$ cat config.mk
export PLATFORM = sky130hd
export DESIGN_NAME = vc_arbiter_ctrl
export DESIGN_NICKNAME = d
export VERILOG_FILES = /design/src/rtl/vc_arb_pkg.sv /design/src/rtl/vc_arbiter_ctrl_arb_fsm.sv /design/src/rtl/vc_arbiter_ctrl.sv
export SDC_FILE = /design/constraint.sdc
export NUM_CORES = 1
export LEC_CHECK = 0
export ABC_AREA = 1
export BUFFER_PORTS_ARGS = -buffer_cell sky130_fd_sc_hd__buf_2
export CORE_MARGIN = 2
export CORE_UTILIZATION = 43
export CTS_BUF_LIST = sky130_fd_sc_hd__clkbuf_8
export DETAILED_ROUTE_END_ITERATION = 8
export MAX_ROUTING_LAYER = met4
export PLACE_DENSITY_LB_ADDON = 0.3
export SYNTH_ARGS = -nofsm -noshare
export SYNTH_HDL_FRONTEND = slang
export SYNTH_SLANG_ARGS = --single-unit
export TNS_END_PERCENT = 1
$ cat constraint.sdc
create_clock -name clk -period 2.7 [get_ports clk]
set_clock_uncertainty 0.15 [all_clocks]
set_input_delay 0.405 -clock clk [delete_from_list [all_inputs] [get_ports clk]]
set_output_delay 0.405 -clock clk [all_outputs]
set_load 0.02 [all_outputs]
$ cat src/rtl/vc_arb_pkg.sv
// ---------------------------------------------------------------------------
// vc_arb_pkg
// Shared definitions for the virtual-channel arbiter controller:
//   - FSM state encodings (3-bit, values visible on the state output)
//   - default packet width and destination-select bit
//   - state decode struct plus helper that derives the per-state outputs
// ---------------------------------------------------------------------------
package vc_arb_pkg;

  localparam int STATE_W        = 3;
  localparam int DATA_WIDTH_DEF = 6;
  localparam int DEST_BIT_DEF   = 4;

  localparam logic [2:0] ST_RESET  = 3'd0;
  localparam logic [2:0] ST_INIT   = 3'd1;
  localparam logic [2:0] ST_IDLE   = 3'd2;
  localparam logic [2:0] ST_ACTIVE = 3'd3;
  localparam logic [2:0] ST_ERROR  = 3'd4;

  // Per-state output decodes. fifo_init is low in RESET and INIT so the
  // FIFOs stay cleared until configuration has finished.
  typedef struct packed {
    logic idle;
    logic active;
    logic error;
    logic fifo_init;
  } state_dec_t;

  function automatic state_dec_t decode_state(input logic [2:0] s);
    state_dec_t d;
    d = '0;
    case (s)
      ST_IDLE: begin
        d.idle      = 1'b1;
        d.fifo_init = 1'b1;
      end
      ST_ACTIVE: begin
        d.active    = 1'b1;
        d.fifo_init = 1'b1;
      end
      ST_ERROR: begin
        d.error     = 1'b1;
        d.fifo_init = 1'b1;
      end
      default: ;
    endcase
    return d;
  endfunction

endpackage

$ cat src/rtl/vc_arbiter_ctrl_arb_fsm.sv
// ---------------------------------------------------------------------------
// arb_fsm
// State register and next-state logic of the VC arbiter controller.
//
//   state  | meaning
//   -------+-----------------------------------------------------------
//   RESET  | held by reset_L; leaves for INIT on the first clock
//   INIT   | configuration: FIFOs cleared, thresholds tracking inputs
//   IDLE   | configured, both source VCs empty
//   ACTIVE | moving packets from VC0/VC1 to D0/D1
//   ERROR  | any error flag seen; frozen until reset_L
//
// Ports
//   clk          rising-edge clock
//   reset_L      asynchronous active-low reset (forces RESET)
//   init         configuration request
//   err_any      OR of all error flags
//   src_pending  at least one source VC non-empty
//   in_flight    a pop from the previous cycle is in its push cycle
//   state        current state (encodings in vc_arb_pkg)
// ---------------------------------------------------------------------------
module arb_fsm
  import vc_arb_pkg::*;
(
  input  logic       clk,
  input  logic       reset_L,
  input  logic       init,
  input  logic       err_any,
  input  logic       src_pending,
  input  logic       in_flight,
  output logic [2:0] state
);

  logic [2:0] state_q;
  logic [2:0] state_nxt;

  always_comb begin
    state_nxt = state_q;
    case (state_q)
      ST_RESET: state_nxt = ST_INIT;
      ST_INIT: begin
        if (!init) state_nxt = ST_IDLE;
      end
      ST_IDLE: begin
        if (err_any)          state_nxt = ST_ERROR;
        else if (init)        state_nxt = ST_INIT;
        else if (src_pending) state_nxt = ST_ACTIVE;
      end
      ST_ACTIVE: begin
        // Stay until the last popped packet has had its push cycle.
        if (err_any)                        state_nxt = ST_ERROR;
        else if (init)                      state_nxt = ST_INIT;
        else if (!src_pending && !in_flight) state_nxt = ST_IDLE;
      end
      ST_ERROR: state_nxt = ST_ERROR;
      // Unused encodings recover through the normal configuration path.
      default:  state_nxt = ST_RESET;
    endcase
  end

  always_ff @(posedge clk or negedge reset_L) begin
    if (!reset_L) state_q <= ST_RESET;
    else          state_q <= state_nxt;
  end

  assign state = state_q;

endmodule

$ cat src/rtl/vc_arbiter_ctrl.sv
// ---------------------------------------------------------------------------
// vc_arbiter_ctrl
// Moves packets from two source virtual-channel FIFOs (VC0, VC1) to two
// destination FIFOs (D0, D1). VC0 has strict priority over VC1. A popped
// packet appears on the FIFO read data one cycle later and is pushed to
// D0 or D1 in that cycle, chosen by data bit DEST_BIT.
//
// Ports
//   clk, reset_L                  clock, asynchronous active-low reset
//   init                          configuration request (holds INIT)
//   umbral_vc_in, umbral_d_in     thresholds latched while in INIT
//   empty_vc0, empty_vc1          source FIFO empty flags
//   almost_full_d0/d1, full_d0/d1 destination FIFO flags
//   error_in                      error flags {D1, D0, VC1, VC0}
//   data_vc0, data_vc1            source FIFO read data
//   pop_vc0, pop_vc1              source FIFO read enables
//   push_d0, push_d1              destination FIFO write enables
//   data_out                      write data to both D FIFOs (0 when idle)
//   fifo_init                     init for all FIFOs (low clears them)
//   umbral_vc, umbral_d           latched thresholds
//   state, idle, active, error_out current state and its decodes
// ---------------------------------------------------------------------------
module vc_arbiter_ctrl
  import vc_arb_pkg::*;
#(
  parameter int DATA_WIDTH = DATA_WIDTH_DEF,
  parameter int DEST_BIT   = DEST_BIT_DEF
) (
  input  logic                  clk,
  input  logic                  reset_L,
  input  logic                  init,
  input  logic [3:0]            umbral_vc_in,
  input  logic [3:0]            umbral_d_in,
  input  logic                  empty_vc0,
  input  logic                  empty_vc1,
  input  logic                  almost_full_d0,
  input  logic                  almost_full_d1,
  input  logic                  full_d0,
  input  logic                  full_d1,
  input  logic [3:0]            error_in,
  input  logic [DATA_WIDTH-1:0] data_vc0,
  input  logic [DATA_WIDTH-1:0] data_vc1,
  output logic                  pop_vc0,
  output logic                  pop_vc1,
  output logic                  push_d0,
  output logic                  push_d1,
  output logic [DATA_WIDTH-1:0] data_out,
  output logic                  fifo_init,
  output logic [3:0]            umbral_vc,
  output logic [3:0]            umbral_d,
  output logic [2:0]            state,
  output logic                  idle,
  output logic                  active,
  output logic                  error_out
);

  logic                  err_any;
  logic                  src_pending;
  logic                  pop_ok;
  logic                  valid_q;
  logic                  sel_q;
  logic                  push_valid;
  logic [DATA_WIDTH-1:0] rd_data;
  logic [3:0]            umbral_vc_q;
  logic [3:0]            umbral_d_q;
  state_dec_t            dec;

  assign err_any     = |error_in;
  assign src_pending = ~empty_vc0 | ~empty_vc1;

  arb_fsm u_fsm (
    .clk         (clk),
    .reset_L     (reset_L),
    .init        (init),
    .err_any     (err_any),
    .src_pending (src_pending),
    .in_flight   (valid_q),
    .state       (state)
  );

  assign dec       = decode_state(state);
  assign idle      = dec.idle;
  assign active    = dec.active;
  assign error_out = dec.error;
  assign fifo_init = dec.fifo_init;

  // Any destination near full, an error, or a configuration request stops
  // new pops immediately; packets already popped still complete.
  assign pop_ok = dec.active & ~almost_full_d0 & ~almost_full_d1 &
                  ~full_d0 & ~full_d1 & ~err_any & ~init;

  assign pop_vc0 = pop_ok & ~empty_vc0;
  assign pop_vc1 = pop_ok & ~empty_vc1 & empty_vc0;

  always_ff @(posedge clk or negedge reset_L) begin
    if (!reset_L) begin
      valid_q <= 1'b0;
      sel_q   <= 1'b0;
    end else begin
      valid_q <= pop_vc0 | pop_vc1;
      sel_q   <= pop_vc1;
    end
  end

  // Thresholds follow the inputs for the whole INIT stay and freeze on exit.
  always_ff @(posedge clk or negedge reset_L) begin
    if (!reset_L) begin
      umbral_vc_q <= '0;
      umbral_d_q  <= '0;
    end else if (state == ST_INIT) begin
      umbral_vc_q <= umbral_vc_in;
      umbral_d_q  <= umbral_d_in;
    end
  end

  assign umbral_vc = umbral_vc_q;
  assign umbral_d  = umbral_d_q;

  // A packet whose push cycle falls outside ACTIVE is dropped.
  assign push_valid = valid_q & dec.active;
  assign rd_data    = sel_q ? data_vc1 : data_vc0;
  assign data_out   = push_valid ? rd_data : '0;
  assign push_d0    = push_valid & ~rd_data[DEST_BIT];
  assign push_d1    = push_valid &  rd_data[DEST_BIT];

endmodule

==> results.py <==
metrics = {
    "run_status": {
        "outcome": "completed",
    },
    "final_layout": {
        "final.fill_count": 145,
        "drive_above_1_share": 0.3713,
        "nNetsFinal": 201,
        "most_frequent_standard_cell_in_the_layout_excluding_fill_and_tap_cells": "sky130_fd_sc_hd__buf_2",
        "layout_common_cells": "sky130_fd_sc_hd__buf_2, sky130_fd_sc_hd__nand2_1, sky130_fd_sc_hd__nor2_1",
        "n_antenna_cell": 0,
        "finish.instance_area_um2": 1064,
        "synthToLayoutAreaGrowth_pct": 47.06,
    },
    "floorplan": {
        "core_region_area_um2": 1541,
        "floorplan.initialDensity": 0.4692,
        "floorplan.rows": 14,
        "die_height_um": 45.01,
        "dieWidth_um": 45.01,
        "die-area_um2": 2026,
        "io_pins": 58,
    },
    "critical_path": {
        "endpoint_kind": "output pin",
        "required_time_worst_endpoint_ns": 2.14,
        "cp.arrival_ns": 1.39,
        "timing.setup.critical_path_class": "register to output pin",
        "cell_by_cell_listing_of_the_critical_path": "nand2_1 > nor2_4 > nand4_1 > nor2_1 > buf_2",
        "worst_r2r_path_depth": 5,
        "rr_startpoint": "u_fsm.state[2]",
        "slowest_stage": "sky130_fd_sc_hd__dfrtp_1",
        "timing.critical_path.fanout_max": 6,
        "crit_path_start_kind": "register",
        "critical_path.max_stage_delay_ns": 0.41,
        "r2r_endpoint": "u_fsm.state[0]",
        "r2r_setup_slack_ns": 1.18,
    },
    "pwr": {
        "report.power.total_uw": 968.7,
        "power.density_cell_area_nw_per_um2": 910.8,
        "vdd.ir_drop.worst_mv": 0.6429,
        "static-leakage-power_uw": 0.0006695,
    },
    "logic_synthesis": {
        "synth_top_cell_by_area": "sky130_fd_sc_hd__dfrtp_1",
        "syn_area_um2": 723.2,
        "synth_largest_type_area_fraction": 0.4498,
        "post_synth_inst_count": 108,
        "postSynthNetCount": 141,
        "yosys_register_bits": 13,
        "yosys.cell_types.count": 14,
        "synth_top_cells_by_area": "sky130_fd_sc_hd__dfrtp_1, sky130_fd_sc_hd__nand2_1, sky130_fd_sc_hd__nor2_1",
        "synth_sequential_area_ratio": 0.4498,
        "synth.avg_cell_area_um2": 6.696,
        "yosysWarningCount": 0,
    },
    "clock_network": {
        "htreeDepth": 1,
        "tritoncts": "done",
        "cts_root_buf": "sky130_fd_sc_hd__clkbuf_8",
        "clkSinkCount": 13,
        "cts_repair_resize_count": 0,
        "clock_pin_slew_on_the_worst_setup_and_hold_paths_ns": 0.05,
        "clkLatencyLatePin_ns": 0.24,
        "cts_max_path_buffers": 2,
        "cts-buffers-inserted": 3,
    },
    "drt": {
        "via_per_inst": 4.617,
        "drc_errors": 0,
        "detail_route.first_pass.iterations": 4,
        "detail-route-antenna-nets": 0,
        "total_number_of_vias": 845,
        "avgRoutedWirePerCell_um": 10.14,
        "drt-total-wl_um": 1855,
        "drt_iter0_drc": 12,
    },
    "flow_run": {
        "drv.max_cap_violation_count": 0,
    },
    "grt": {
        "grt_pass1_vias": 774,
        "gr-usage-all-layers": 0.2133,
        "grt_first_pass_wirelength_um": 3022,
        "antenna_found_initial": 0,
        "global_route.overflow_total": 0,
        "grt_max_degree": 14,
    },
    "sta": {
        "finalHoldWorstSlack_ns": 0.2054,
        "relSlewSlack": 0.7101,
        "timing_max_transition_violations_final": 0,
        "report.final.setup_viol": 0,
        "hold_viol_final": 0,
        "fin_crit_sh": 0.7193,
        "fmaxAchievable_mhz": 514.9,
        "rsz0062_at_grt": "no",
        "timing_worst_slew_pin_value_ns": 0.4336,
        "sum_of_negative_setup_slack_ns": 0,
        "period_minus_slack_ns": 1.942,
    },
    "placed_design": {
        "count_of_input_and_output_buffers": 57,
        "detailed_place_hpwl_um": 1521,
        "detailed_place.area_um2": 1008,
        "place_congestion": 0.7982,
    },
    "hold_path": {
        "hold_path_startpoint": "umbral_d_in[0]",
        "hold_class": "input port to register",
        "worst_hold_path.num_cells": 3,
        "worst_hold_path.endpoint": "umbral_d[0]",
    },
}
==> state kept, by name, indices dropped and copies added (netlist names) <==
name / cells
u_fsm.state: 3
umbral_d: 4
sel_q: 1
valid_q: 1
umbral_vc: 4
==> metrics by stage <==
stage	cells	worst slack [ns]	utilization
2_1_floorplan	108	0.6018	-
3_3_place_gp	178	0.8459	0.6542
3_5_place_dp	178	0.8118	0.6542
4_1_cts	183	0.7415	0.6899
5_1_grt	183	0.6070	0.6899
6_report	183	0.7579	0.6899
==> critical path: cells and delay by family, from the launching register on <==
family | cells | cell delay [ns]
buffers and inverters | 1 | 0.18
flip-flops | 1 | 0.41
AND/OR/NAND/NOR | 4 | 0.55
==> how the worst max path moves through the flow <==
stage | start | end | slack, ns | cells past startpoint
floorplan | u_fsm.state[0] | data_out[4] | 0.60 | 5
global placement | error_in[3] | pop_vc1 | 0.85 | 7
detailed placement | error_in[3] | pop_vc1 | 0.81 | 7
CTS | u_fsm.state[0] | pop_vc1 | 0.74 | 5
global route | u_fsm.state[0] | data_out[1] | 0.61 | 5
finish | u_fsm.state[0] | pop_vc1 | 0.76 | 5
==> metal layers <==
| metal | share of wire | GRT usage |
|---|---|---|
| met1 | 0.39 | 0.2345 |
| met2 | 0.51 | 0.3657 |
| met3 | 0.091 | 0.04000 |
| met4 | 0.0081 | 0.1059 |
| met5 | 0 | - |
==> cell usage after synthesis <==
library cell	n
sky130_fd_sc_hd__nand2_1	47
sky130_fd_sc_hd__nor2_1	18
sky130_fd_sc_hd__dfrtp_1	13
sky130_fd_sc_hd__inv_1	11
sky130_fd_sc_hd__a21oi_1	6
sky130_fd_sc_hd__nand3_1	4
sky130_fd_sc_hd__buf_4	2
sky130_fd_sc_hd__and3_1	1
sky130_fd_sc_hd__buf_2	1
sky130_fd_sc_hd__inv_2	1
sky130_fd_sc_hd__mux2i_1	1
sky130_fd_sc_hd__nand4_1	1
sky130_fd_sc_hd__nor2_4	1
sky130_fd_sc_hd__o21ai_1	1
==> power breakdown <==
group | leakage (µW) | switching [µW] | internal, µW
clock network | 0.0000269 | 64.9 | 100
logic | 0.000478 | 318 | 155
registers | 0.000164 | 55.0 | 275
total | 0.000670 | 438 | 531
==> logic make-up after synthesis <==
kind of cell,after synthesis,synth area share
buffers and inverters,15,0.08995
muxes,1,0.01384
AOI/OAI and AO/OA,7,0.04844
and+or+nand+nor,72,0.3979
DFF,13,0.4498
==> cell type report <==
class / count / area [µm²] / area share
well taps: 16 / 20.02 / 0.01882
flip-flops and latches: 13 / 325.3 / 0.3059
clock buffers: 3 / 41.29 / 0.03882
multi-input cells: 80 / 332.8 / 0.3129
inverters: 12 / 45.04 / 0.04235
repair buffers: 58 / 295.3 / 0.2776
clock inverters: 1 / 3.754 / 0.003529
==> timing repair <==
| action | 4_1_cts | 5_1_grt |
|---|---|---|
| endpoints found under the hold margin | 13 | 0 |
| setup buffers | 0 | 0 |
| hold buffers | 1 | 0 |
| setup endpoints to repair | 0 | 0 |
Power figures use the tool's default switching activity.
